**config.mk**
```make
export PLATFORM = sky130hd
export DESIGN_NAME = vga_sync_timing_module_flat
export DESIGN_NICKNAME = d
export VERILOG_FILES = /design/src/rtl/vga_sync_timing_module_pkg.sv /design/src/rtl/vga_sync_timing_module_if.sv /design/src/rtl/vga_sync_timing_module_delay.sv /design/src/rtl/vga_sync_timing_module.sv /design/src/flat_wrapper.sv
export SDC_FILE = /design/constraint.sdc
export NUM_CORES = 1
export LEC_CHECK = 0
export BUFFER_PORTS_ARGS = -buffer_cell sky130_fd_sc_hd__buf_2
export CORE_AREA = 2 2 54 56
export CTS_BUF_LIST = sky130_fd_sc_hd__clkbuf_2
export DETAILED_ROUTE_END_ITERATION = 16
export DIE_AREA = 0 0 56 58
export PLACE_DENSITY = 0.87
export SYNTH_ARGS = -nofsm -noshare
export SYNTH_HDL_FRONTEND = slang
export SYNTH_HIERARCHICAL = 1
export SYNTH_SLANG_ARGS = --single-unit
```
**constraint.sdc**
```tcl
create_clock -name CLK -period 5.7 [get_ports CLK]
set_input_delay 1.14 -clock CLK [delete_from_list [all_inputs] [get_ports CLK]]
set_output_delay 1.14 -clock CLK [all_outputs]
set_load 0.005 [all_outputs]
```
**src/rtl/vga_sync_timing_module_pkg.sv**
```systemverilog
// Shared SVGA 800x600 @ 40 MHz timing constants and counter types.
// The downstream pixel/ROM control stage uses the same offsets.
`timescale 1ns/1ps
package vga_timing_pkg;
    localparam int unsigned H_SYNC   = 128;
    localparam int unsigned H_BP     = 88;
    localparam int unsigned H_ACT    = 800;
    localparam int unsigned H_FP     = 40;
    localparam int unsigned V_SYNC   = 4;
    localparam int unsigned V_BP     = 23;
    localparam int unsigned V_ACT    = 600;
    localparam int unsigned V_FP     = 1;
    localparam logic        SYNC_POL = 1'b0;
    localparam int unsigned PIPE_DLY = 3;

    localparam int unsigned H_TOTAL     = H_SYNC + H_BP + H_ACT + H_FP;
    localparam int unsigned V_TOTAL     = V_SYNC + V_BP + V_ACT + V_FP;
    localparam int unsigned H_ACT_START = H_SYNC + H_BP + 1;
    localparam int unsigned V_ACT_START = V_SYNC + V_BP + 1;

    typedef logic [10:0] col_t;
    typedef logic [9:0]  row_t;
endpackage

```
**src/rtl/vga_sync_timing_module_if.sv**
```systemverilog
// Raster timing bundle: counters, delayed syncs and undelayed status flags.
`timescale 1ns/1ps
interface vga_sync_timing_module_if;
    import vga_timing_pkg::*;

    col_t qC1;
    row_t qC2;
    logic HSYNC_Sig;
    logic VSYNC_Sig;
    logic Active_Sig;
    logic Frame_Start;

    modport master (output qC1, qC2, HSYNC_Sig, VSYNC_Sig, Active_Sig, Frame_Start);
    modport slave  (input  qC1, qC2, HSYNC_Sig, VSYNC_Sig, Active_Sig, Frame_Start);
endinterface

```
**src/rtl/vga_sync_timing_module_delay.sv**
```systemverilog
// 1-bit shift register; output equals the input DEPTH clocks earlier.
`timescale 1ns/1ps
module sync_delay_line #(
    parameter int unsigned DEPTH   = 3,
    parameter logic        RST_VAL = 1'b1
) (
    input  logic CLK,
    input  logic RSTn,
    input  logic din,
    output logic dout
);
    logic [DEPTH-1:0] tap_q;
    logic [DEPTH-1:0] tap_d;

    always_comb begin
        tap_d    = tap_q << 1;
        tap_d[0] = din;
    end

    always_ff @(posedge CLK or negedge RSTn) begin
        if (!RSTn) begin
            tap_q <= {DEPTH{RST_VAL}};
        end else begin
            tap_q <= tap_d;
        end
    end

    assign dout = tap_q[DEPTH-1];
endmodule

```
**src/rtl/vga_sync_timing_module.sv**
```systemverilog
// SVGA raster counters with pipeline-aligned sync outputs.
`timescale 1ns/1ps
module vga_sync_timing_module #(
    parameter int unsigned H_SYNC   = vga_timing_pkg::H_SYNC,
    parameter int unsigned H_BP     = vga_timing_pkg::H_BP,
    parameter int unsigned H_ACT    = vga_timing_pkg::H_ACT,
    parameter int unsigned H_FP     = vga_timing_pkg::H_FP,
    parameter int unsigned V_SYNC   = vga_timing_pkg::V_SYNC,
    parameter int unsigned V_BP     = vga_timing_pkg::V_BP,
    parameter int unsigned V_ACT    = vga_timing_pkg::V_ACT,
    parameter int unsigned V_FP     = vga_timing_pkg::V_FP,
    parameter logic        SYNC_POL = vga_timing_pkg::SYNC_POL,
    parameter int unsigned PIPE_DLY = vga_timing_pkg::PIPE_DLY
) (
    input  logic                             CLK,
    input  logic                             RSTn,
    vga_sync_timing_module_if.master         vga
);
    import vga_timing_pkg::*;

    // All region bounds held at 11 bits; rows are zero-extended to compare.
    localparam col_t H_SYNC_END = col_t'(H_SYNC);
    localparam col_t H_ACT_LO   = col_t'(H_SYNC + H_BP);
    localparam col_t H_ACT_HI   = col_t'(H_SYNC + H_BP + H_ACT);
    localparam col_t H_TOT      = col_t'(H_SYNC + H_BP + H_ACT + H_FP);
    localparam col_t V_SYNC_END = col_t'(V_SYNC);
    localparam col_t V_ACT_LO   = col_t'(V_SYNC + V_BP);
    localparam col_t V_ACT_HI   = col_t'(V_SYNC + V_BP + V_ACT);
    localparam col_t V_TOT      = col_t'(V_SYNC + V_BP + V_ACT + V_FP);

    col_t col_q, col_d;
    row_t row_q, row_d;
    col_t row_x;
    logic h_raw, v_raw;

    always_comb begin
        col_d = col_q + col_t'(1);
        row_d = row_q;
        if (col_q == H_TOT) begin
            col_d = col_t'(1);
            row_d = (row_x == V_TOT) ? row_t'(1) : row_q + row_t'(1);
        end
    end

    always_ff @(posedge CLK or negedge RSTn) begin
        if (!RSTn) begin
            col_q <= col_t'(1);
            row_q <= row_t'(1);
        end else begin
            col_q <= col_d;
            row_q <= row_d;
        end
    end

    always_comb begin
        row_x = col_t'(row_q);
        h_raw = (col_q <= H_SYNC_END) ? SYNC_POL : ~SYNC_POL;
        v_raw = (row_x <= V_SYNC_END) ? SYNC_POL : ~SYNC_POL;
    end

    sync_delay_line #(.DEPTH(PIPE_DLY), .RST_VAL(~SYNC_POL)) u_h_dly (
        .CLK  (CLK),
        .RSTn (RSTn),
        .din  (h_raw),
        .dout (vga.HSYNC_Sig)
    );

    sync_delay_line #(.DEPTH(PIPE_DLY), .RST_VAL(~SYNC_POL)) u_v_dly (
        .CLK  (CLK),
        .RSTn (RSTn),
        .din  (v_raw),
        .dout (vga.VSYNC_Sig)
    );

    assign vga.qC1         = col_q;
    assign vga.qC2         = row_q;
    assign vga.Active_Sig  = (col_q > H_ACT_LO) && (col_q <= H_ACT_HI) &&
                             (row_x > V_ACT_LO) && (row_x <= V_ACT_HI);
    assign vga.Frame_Start = (col_q == col_t'(1)) && (row_q == row_t'(1));
endmodule

```
**src/flat_wrapper.sv**
```systemverilog
// flat-port wrapper written by rule: the top's interface ports become plain ports
module vga_sync_timing_module_flat import vga_timing_pkg::*;
#(
    parameter int unsigned H_SYNC   = vga_timing_pkg::H_SYNC,
    parameter int unsigned H_BP     = vga_timing_pkg::H_BP,
    parameter int unsigned H_ACT    = vga_timing_pkg::H_ACT,
    parameter int unsigned H_FP     = vga_timing_pkg::H_FP,
    parameter int unsigned V_SYNC   = vga_timing_pkg::V_SYNC,
    parameter int unsigned V_BP     = vga_timing_pkg::V_BP,
    parameter int unsigned V_ACT    = vga_timing_pkg::V_ACT,
    parameter int unsigned V_FP     = vga_timing_pkg::V_FP,
    parameter logic        SYNC_POL = vga_timing_pkg::SYNC_POL,
    parameter int unsigned PIPE_DLY = vga_timing_pkg::PIPE_DLY
)
  (CLK, RSTn, vga_qC1, vga_qC2, vga_HSYNC_Sig, vga_VSYNC_Sig, vga_Active_Sig, vga_Frame_Start);
  vga_sync_timing_module_if vga_i ();
  input  logic CLK;
  input  logic RSTn;
  output wire logic [$bits(vga_i.qC1)-1:0] vga_qC1;
  output wire logic [$bits(vga_i.qC2)-1:0] vga_qC2;
  output wire logic [$bits(vga_i.HSYNC_Sig)-1:0] vga_HSYNC_Sig;
  output wire logic [$bits(vga_i.VSYNC_Sig)-1:0] vga_VSYNC_Sig;
  output wire logic [$bits(vga_i.Active_Sig)-1:0] vga_Active_Sig;
  output wire logic [$bits(vga_i.Frame_Start)-1:0] vga_Frame_Start;
  assign vga_qC1 = vga_i.qC1;
  assign vga_qC2 = vga_i.qC2;
  assign vga_HSYNC_Sig = vga_i.HSYNC_Sig;
  assign vga_VSYNC_Sig = vga_i.VSYNC_Sig;
  assign vga_Active_Sig = vga_i.Active_Sig;
  assign vga_Frame_Start = vga_i.Frame_Start;
  vga_sync_timing_module #(.H_SYNC(H_SYNC), .H_BP(H_BP), .H_ACT(H_ACT), .H_FP(H_FP), .V_SYNC(V_SYNC), .V_BP(V_BP), .V_ACT(V_ACT), .V_FP(V_FP), .SYNC_POL(SYNC_POL), .PIPE_DLY(PIPE_DLY)) u_core (.CLK(CLK), .RSTn(RSTn), .vga(vga_i));
endmodule
```
==> flow_metrics.env, run 1 <==
export IMPL_syn_cell_area_mm2=0.001394
export IMPL_nNetsFinal=171
export IMPL_crit_required_ps=4560
export IMPL_hold_end="u_core/u_h_dly/tap_q[2]$_DFF_PN1_"
export IMPL_hp_class="flop to flop"
export IMPL_place_congestion=0.8135
export IMPL_dieArea_mm2=0.003248
export IMPL_synth_cell_types=38
export IMPL_cts_buffers=3
export IMPL_yosysTopAreaCell="dfrtp_1"
export IMPL_r2r_start="u_core/vga.qC1[7]$_DFF_PN0_"
export IMPL_powerDensity_mw_per_mm2=173.4
export IMPL_clock_latency_ps=350
export IMPL_critical_path_max_fanout=6
export IMPL_io_pins=27
export IMPL_ys_ff_latch=27
export IMPL_ir_worst_vdd_mv=0.1125
export IMPL_period_minus_slack_ps=3106
export IMPL_syn_avg_cell_area_um2=10.10
export IMPL_synth_seq_area_share_pct=49.19
export IMPL_slew_headroom_pct=37.62
export IMPL_totalWireLength_um=2835
export IMPL_die_h_um=58
export IMPL_synth_fp_nets=146
export IMPL_start_util_pct=52.35
export IMPL_worst_pin_slew_ps=927.2
export IMPL_fin_tns_setup_ps=0
export IMPL_grtUsageTotal_pct=18.02
export IMPL_worstHoldStart="u_core/u_h_dly/tap_q[1]$_DFF_PN1_"
export IMPL_remaining_drc_errors=0
export IMPL_n_antenna_cell=0
export IMPL_grt_max_degree=28
export IMPL_outcome="finished clean"
export IMPL_cts_resized=0
export IMPL_worst_setup_path_start_kind="flop"
export IMPL_critPathKind="flop to primary output"
export IMPL_r2r_end="u_core/vga.qC2[4]$_DFFE_PN0N_"
export IMPL_r2r_setup_slack_ps=3240
export IMPL_finClkSkew_ps=10.78
export IMPL_whs_path_depth=0
export IMPL_synthFlopType="dfrtp_1"
export IMPL_cts_buffer_depth=2
export IMPL_fin_crit_sh_pct=54.49
export IMPL_post_cts_setup_buffers=0
export IMPL_ctsHoldBuffers=0
export IMPL_synth_edf_count=0
export IMPL_worstRegToRegCells=4
export IMPL_async_flop_share_pct=100.0
export IMPL_drive_gt1_share_pct=26.54
export IMPL_via_per_inst=5.850
export IMPL_io_buffers=26
export IMPL_die_w_um=56
export IMPL_core_mm2=0.002663
export IMPL_htree_levels=1
export IMPL_cts_sinks=27
export IMPL_cp_data_arrival_time_ps=1970
export IMPL_first_pass_iters=4
export IMPL_leakage_nw=0.7585
export IMPL_drtAntennaViolNets=0
export IMPL_rows=19
export IMPL_grt_pass1_wl_um=4581
export IMPL_first_global_vias=1011
export IMPL_antenna_found_initial=0
export IMPL_dr_first_iter_drc_count=57
export IMPL_post_drt_wl_per_cell_um=14.69
export IMPL_num_vias=1129
export IMPL_yosysWarnings=6
export IMPL_tritoncts="yes"
export IMPL_hpwl_um=2007
export IMPL_ys_top_cells_by_area="dfrtp_1 (34%), dfstp_2 (15%), ha_1 (5.4%)"
export IMPL_rsz0062_at_grt="false"
export IMPL_maxCapViolCount=0
export IMPL_netlist_instances=138
export IMPL_syn_to_final_growth_pct=11.40
export IMPL_final_hold_violation_count=0
export IMPL_max_freq_mhz=322.0
export IMPL_critPathCaptureType="primary output"
export IMPL_root_buffer="clkbuf_2"
export IMPL_final_max_slew_viol_count=0
export IMPL_yosys_area_top_type_share_pct=34.11
export IMPL_grt_overflow_total=0
export IMPL_finalSetupViolCount=0
export IMPL_clk_pin_slew_ps=250
export IMPL_total_power_w=0.0002692
## stage by stage
stage               setup WS (ps)  cells  hold WS, ps  util [%]  instance area (um^2)
global placement             3063    189        345.7     57.57                  1533
finish                       2594    193        362.5     58.32                  1553
detailed placement           3012    189        346.8     57.57                  1533
global route                 2367    193        371.0     58.32                  1553
floorplan                    3162    138        345.2         -                  1394
CTS                          2577    193        367.9     58.32                  1553
## power breakdown
group	internal, W	switching [W]
clock network	0.0000185	0.0000547
registers	0.000192	0
logic	0.000000245	0.00000342
total	0.000211	0.0000581
## sequential cells by signal, indices dropped and copies added (netlist names)
| register | count |
|---|---|
| u_core/vga.qC2 | 10 |
| u_core/vga.qC1 | 11 |
| u_core/u_h_dly/tap_q | 3 |
| u_core/u_v_dly/tap_q | 3 |
## kinds of logic (layout without fill, tap and decap cells)
kind of cell	Yosys count	in the layout	share of synthesized area, %
AO/OA/AOI/OAI	22	22	10.59
buffers and inverters	11	35	3.501
multiplexers	2	2	1.526
AND/OR/NAND/NOR	62	62	24.78
flip-flops	27	27	49.19
adder cells (fa/ha/maj)	6	6	5.386
XOR/XNOR	8	8	5.027
## how the worst max path moves through the flow
| stage | startpoint | end | slack, ps | cells past startpoint |
|---|---|---|---|---|
| after floorplan | u_core/vga.qC2[7]$_DFFE_PN0N_ | vga_Frame_Start | 3160 | 5 |
| after global placement | u_core/vga.qC2[7]$_DFFE_PN0N_ | vga_Frame_Start | 3060 | 5 |
| after detailed placement | u_core/vga.qC2[7]$_DFFE_PN0N_ | vga_Frame_Start | 3010 | 5 |
| after CTS | u_core/vga.qC2[7]$_DFFE_PN0N_ | vga_Frame_Start | 2580 | 5 |
| after global routing | u_core/vga.qC2[7]$_DFFE_PN0N_ | vga_Frame_Start | 2370 | 5 |
| final | u_core/vga.qC2[7]$_DFFE_PN0N_ | vga_Frame_Start | 2590 | 5 |
## Yosys cell counts, types with 3 or more instances
| library cell | n |
|---|---|
| dfrtp_1 | 19 |
| nand2_1 | 13 |
| nor2_1 | 10 |
| dfstp_2 | 8 |
| nand3_1 | 8 |
| o21ai_0 | 8 |
| xnor2_1 | 7 |
| ha_1 | 6 |
| and3_1 | 5 |
| clkbuf_1 | 5 |
| inv_1 | 5 |
| nor3_1 | 4 |
| or4_1 | 4 |
| a21oi_1 | 3 |
| a22o_1 | 3 |
| a31oi_1 | 3 |
## cell type report
| class | instances | area (um^2) |
|---|---|---|
| tap | 31 | 38.79 |
| inverter | 5 | 18.77 |
| multi-input combinational | 100 | 659.4 |
| timing repair buffer | 26 | 130.1 |
| fill | 229 | 1110 |
| clock buffer | 4 | 20.02 |
| sequential | 27 | 685.7 |
## layer usage
| layer | track usage [%] | part of all wire [%] | up-vias |
|---|---|---|---|
| li1 | - | - | 541 |
| met3 | 2.455 | 7.4 | 2 |
| met1 | 25.11 | 44 | 534 |
| met2 | 28.24 | 48 | 52 |
| met5 | 0 | 0 | - |
| met4 | 8.503 | 0.60 | 0 |
## cells in the final DEF (no fill, tap or decap), types with 2 or more instances in the layout
cell | netlist | routed
nand3_1 | 8 | 8
a22o_1 | 3 | 3
or4_4 | 2 | 2
nor2b_1 | 2 | 2
clkbuf_2 | 0 | 4
dfstp_2 | 8 | 8
buf_2 | 0 | 26
nand4_1 | 2 | 2
and3_1 | 5 | 5
ha_1 | 6 | 6
nor3_1 | 4 | 4
o21ai_0 | 8 | 8
a21oi_1 | 3 | 3
inv_1 | 5 | 5
nor2_1 | 10 | 10
xnor2_1 | 7 | 7
or4_1 | 4 | 4
dfrtp_1 | 19 | 19
nand2_1 | 13 | 13
a31oi_1 | 3 | 3
nor4_1 | 2 | 2
nand2b_1 | 2 | 2
## critical path, stage by stage, from the launching register on
cell and delay [ps]:
dfrtp_1 470, or2_2 360, nor4_1 350, nand2_1 100, nor3_1 200, buf_2 140
Power figures use the tool's default switching activity.
==> inputs of run 2 (changes only) <==
- clock period: 5.7 -> 3.2 ns (I/O delays scaled with it)
==> run 2 against run 1 <==
- clock skew grew 1.6 ps
- non-clock buffer count grew 1
- final area increased by 0.64%
- via count grew 1.9%
- worst setup slack got worse by 2100 ps
- sequential power up 79%
- critical path depth stayed put
- die area unchanged
- power rose by 78%
- sequential cell count unchanged
- critical endpoint unchanged
- highest routed layer unchanged
==> flow_metrics.env, run 2 (synthesis results as in run 1) <==
export IMPL_antenna_found_initial=0
export IMPL_grtUsageTotal_pct=18.47
export IMPL_io_buffers=26
export IMPL_layout_common_cells="buf_2 (26), dfrtp_1 (19), nand2_1 (13)"
export IMPL_final_common_cell="buf_2"
export IMPL_ctsHoldBuffers=0
export IMPL_crit_required_ps=2560
export IMPL_grt_max_degree=28
export IMPL_clock_latency_ps=360
export IMPL_drive_gt1_share_pct=26.99
export IMPL_fin_crit_sh_pct=83.68
export IMPL_slew_headroom_pct=40.21
export IMPL_fin_tns_setup_ps=0
export IMPL_cts_sinks=27
export IMPL_period_minus_slack_ps=2678
export IMPL_worst_setup_path_start_kind="flop"
export IMPL_final_max_slew_viol_count=0
export IMPL_fillCellCount=221
export IMPL_maxCapViolCount=0
export IMPL_start_util_pct=52.35
export IMPL_pre_cts_ws_ps=922.9
export IMPL_multi_input_area_um2=659.4
export IMPL_rsz0062_at_grt="false"
export IMPL_clk_pin_slew_ps=250
export IMPL_critPathKind="flop to primary output"
export IMPL_largest_register_ffs=11
export IMPL_ir_worst_vdd_mv=0.2199
export IMPL_powerDensity_mw_per_mm2=306.7
export IMPL_dr_first_iter_drc_count=35
export IMPL_first_global_vias=1049
export IMPL_finClkSkew_ps=12.41
export IMPL_post_cts_setup_buffers=0
export IMPL_hp_class="input port to async pin"
export IMPL_syn_to_final_growth_pct=12.12
export IMPL_worst_pin_slew_ps=888.7
export IMPL_fin_ws_ps=522.4
export IMPL_cts_buffers=3
export IMPL_critPathCaptureType="primary output"
export IMPL_remaining_drc_errors=0
export IMPL_critical_path_max_fanout=6
export IMPL_outcome="finished clean"
export IMPL_first_pass_iters=4
export IMPL_core_mm2=0.002663
export IMPL_n_antenna_cell=0
export IMPL_rows=19
export IMPL_grt_overflow_total=0
export IMPL_via_per_inst=5.928
export IMPL_nNetsFinal=172
export IMPL_place_congestion=0.8628
export IMPL_max_freq_mhz=373.5
export IMPL_seq_area_um2=685.7
export IMPL_hpwl_um=2035
export IMPL_cts_resized=0
export IMPL_dieArea_mm2=0.003248
export IMPL_cts_buffer_depth=2
export IMPL_io_pins=27
export IMPL_die_h_um=58
export IMPL_htree_levels=1
export IMPL_leakage_nw=0.7600
export IMPL_drtAntennaViolNets=0
export IMPL_num_vias=1150
export IMPL_root_buffer="clkbuf_2"
export IMPL_post_drt_wl_per_cell_um=14.48
export IMPL_finish_utilization_pct=58.69
export IMPL_grt_pass1_wl_um=4726
export IMPL_totalWireLength_um=2809
export IMPL_final_hold_violation_count=0
export IMPL_tritoncts="yes"
export IMPL_die_w_um=56
export IMPL_cp_data_arrival_time_ps=2040
export IMPL_finalSetupViolCount=0
[run 2: changes by cell type in the layout (fill, tap and decap cells not counted)]
| cell | delta |
|---|---|
| clkinvlp_4 | +1 |
| clkbuf_2 | -1 |
| buf_4 | +1 |
[run 2: where the power goes]
group	internal [W]	switching (W)	total, W
registers	0.000343	0	0.000343
clock network	0.0000290	0.000101	0.000130
logic	0.000000437	0.00000612	0.00000656
[run 2: critical path, cell delays in order (launching register included)]
cell and delay, ps:
dfrtp_1 480, or2_2 360, nor4_1 340, nand2_1 110, nor3_1 240, buf_2 160
[run 2: area by class of cell]
cell class              count  share of cell area, %
clock buffers               3                 0.9608
clock inverters             1                 0.4804
inverters                   5                  1.201
multi-input cells         100                  42.19
flip-flops and latches     27                  43.88
well taps                  31                  2.482
repair buffers             27                  8.807
[run 2: per-layer routing]
| layer | global-route usage [%] | vias to the layer above | share of wire [%] | wire [um] |
|---|---|---|---|---|
| met2 | 27.73 | 61 | 46 | 1305 |
| met4 | 9.524 | 0 | 2.0 | 57 |
| met1 | 25.99 | 537 | 44 | 1246 |
| met3 | 3.125 | 8 | 7.1 | 199 |
| li1 | - | 544 | - | - |
| met5 | 0 | - | 0 | 0 |
[run 2: worst paths after layout]
kind	slack, ps	cells past startpoint	from	end
worst max-delay path	520	5	u_core/vga.qC2[7]$_DFFE_PN0N_	vga_Frame_Start
worst min-delay path	220	1	RSTn	u_core/vga.qC2[1]$_DFFE_PN0N_
worst max register to register	870	4	u_core/vga.qC1[7]$_DFF_PN0_	u_core/vga.qC2[5]$_DFFE_PN0N_
worst min register to register	360	0	u_core/u_v_dly/tap_q[1]$_DFF_PN1_	u_core/u_v_dly/tap_q[2]$_DFF_PN1_
max in group asynchronous	2580	1	RSTn	u_core/u_v_dly/tap_q[1]$_DFF_PN1_
min in group CLK	360	0	u_core/u_v_dly/tap_q[1]$_DFF_PN1_	u_core/u_v_dly/tap_q[2]$_DFF_PN1_
[run 2: through the flow]
stage	std cells	area (um^2)	hold slack, ps	power, W
finish	194	1563	223.0	0.0004793
global route	194	1563	218.5	0.0005020
CTS	194	1563	211.7	0.0004870
detailed placement	190	1540	347.5	0.0003550
global placement	190	1540	345.7	0.0003547
floorplan	138	1394	344.4	0.0003479
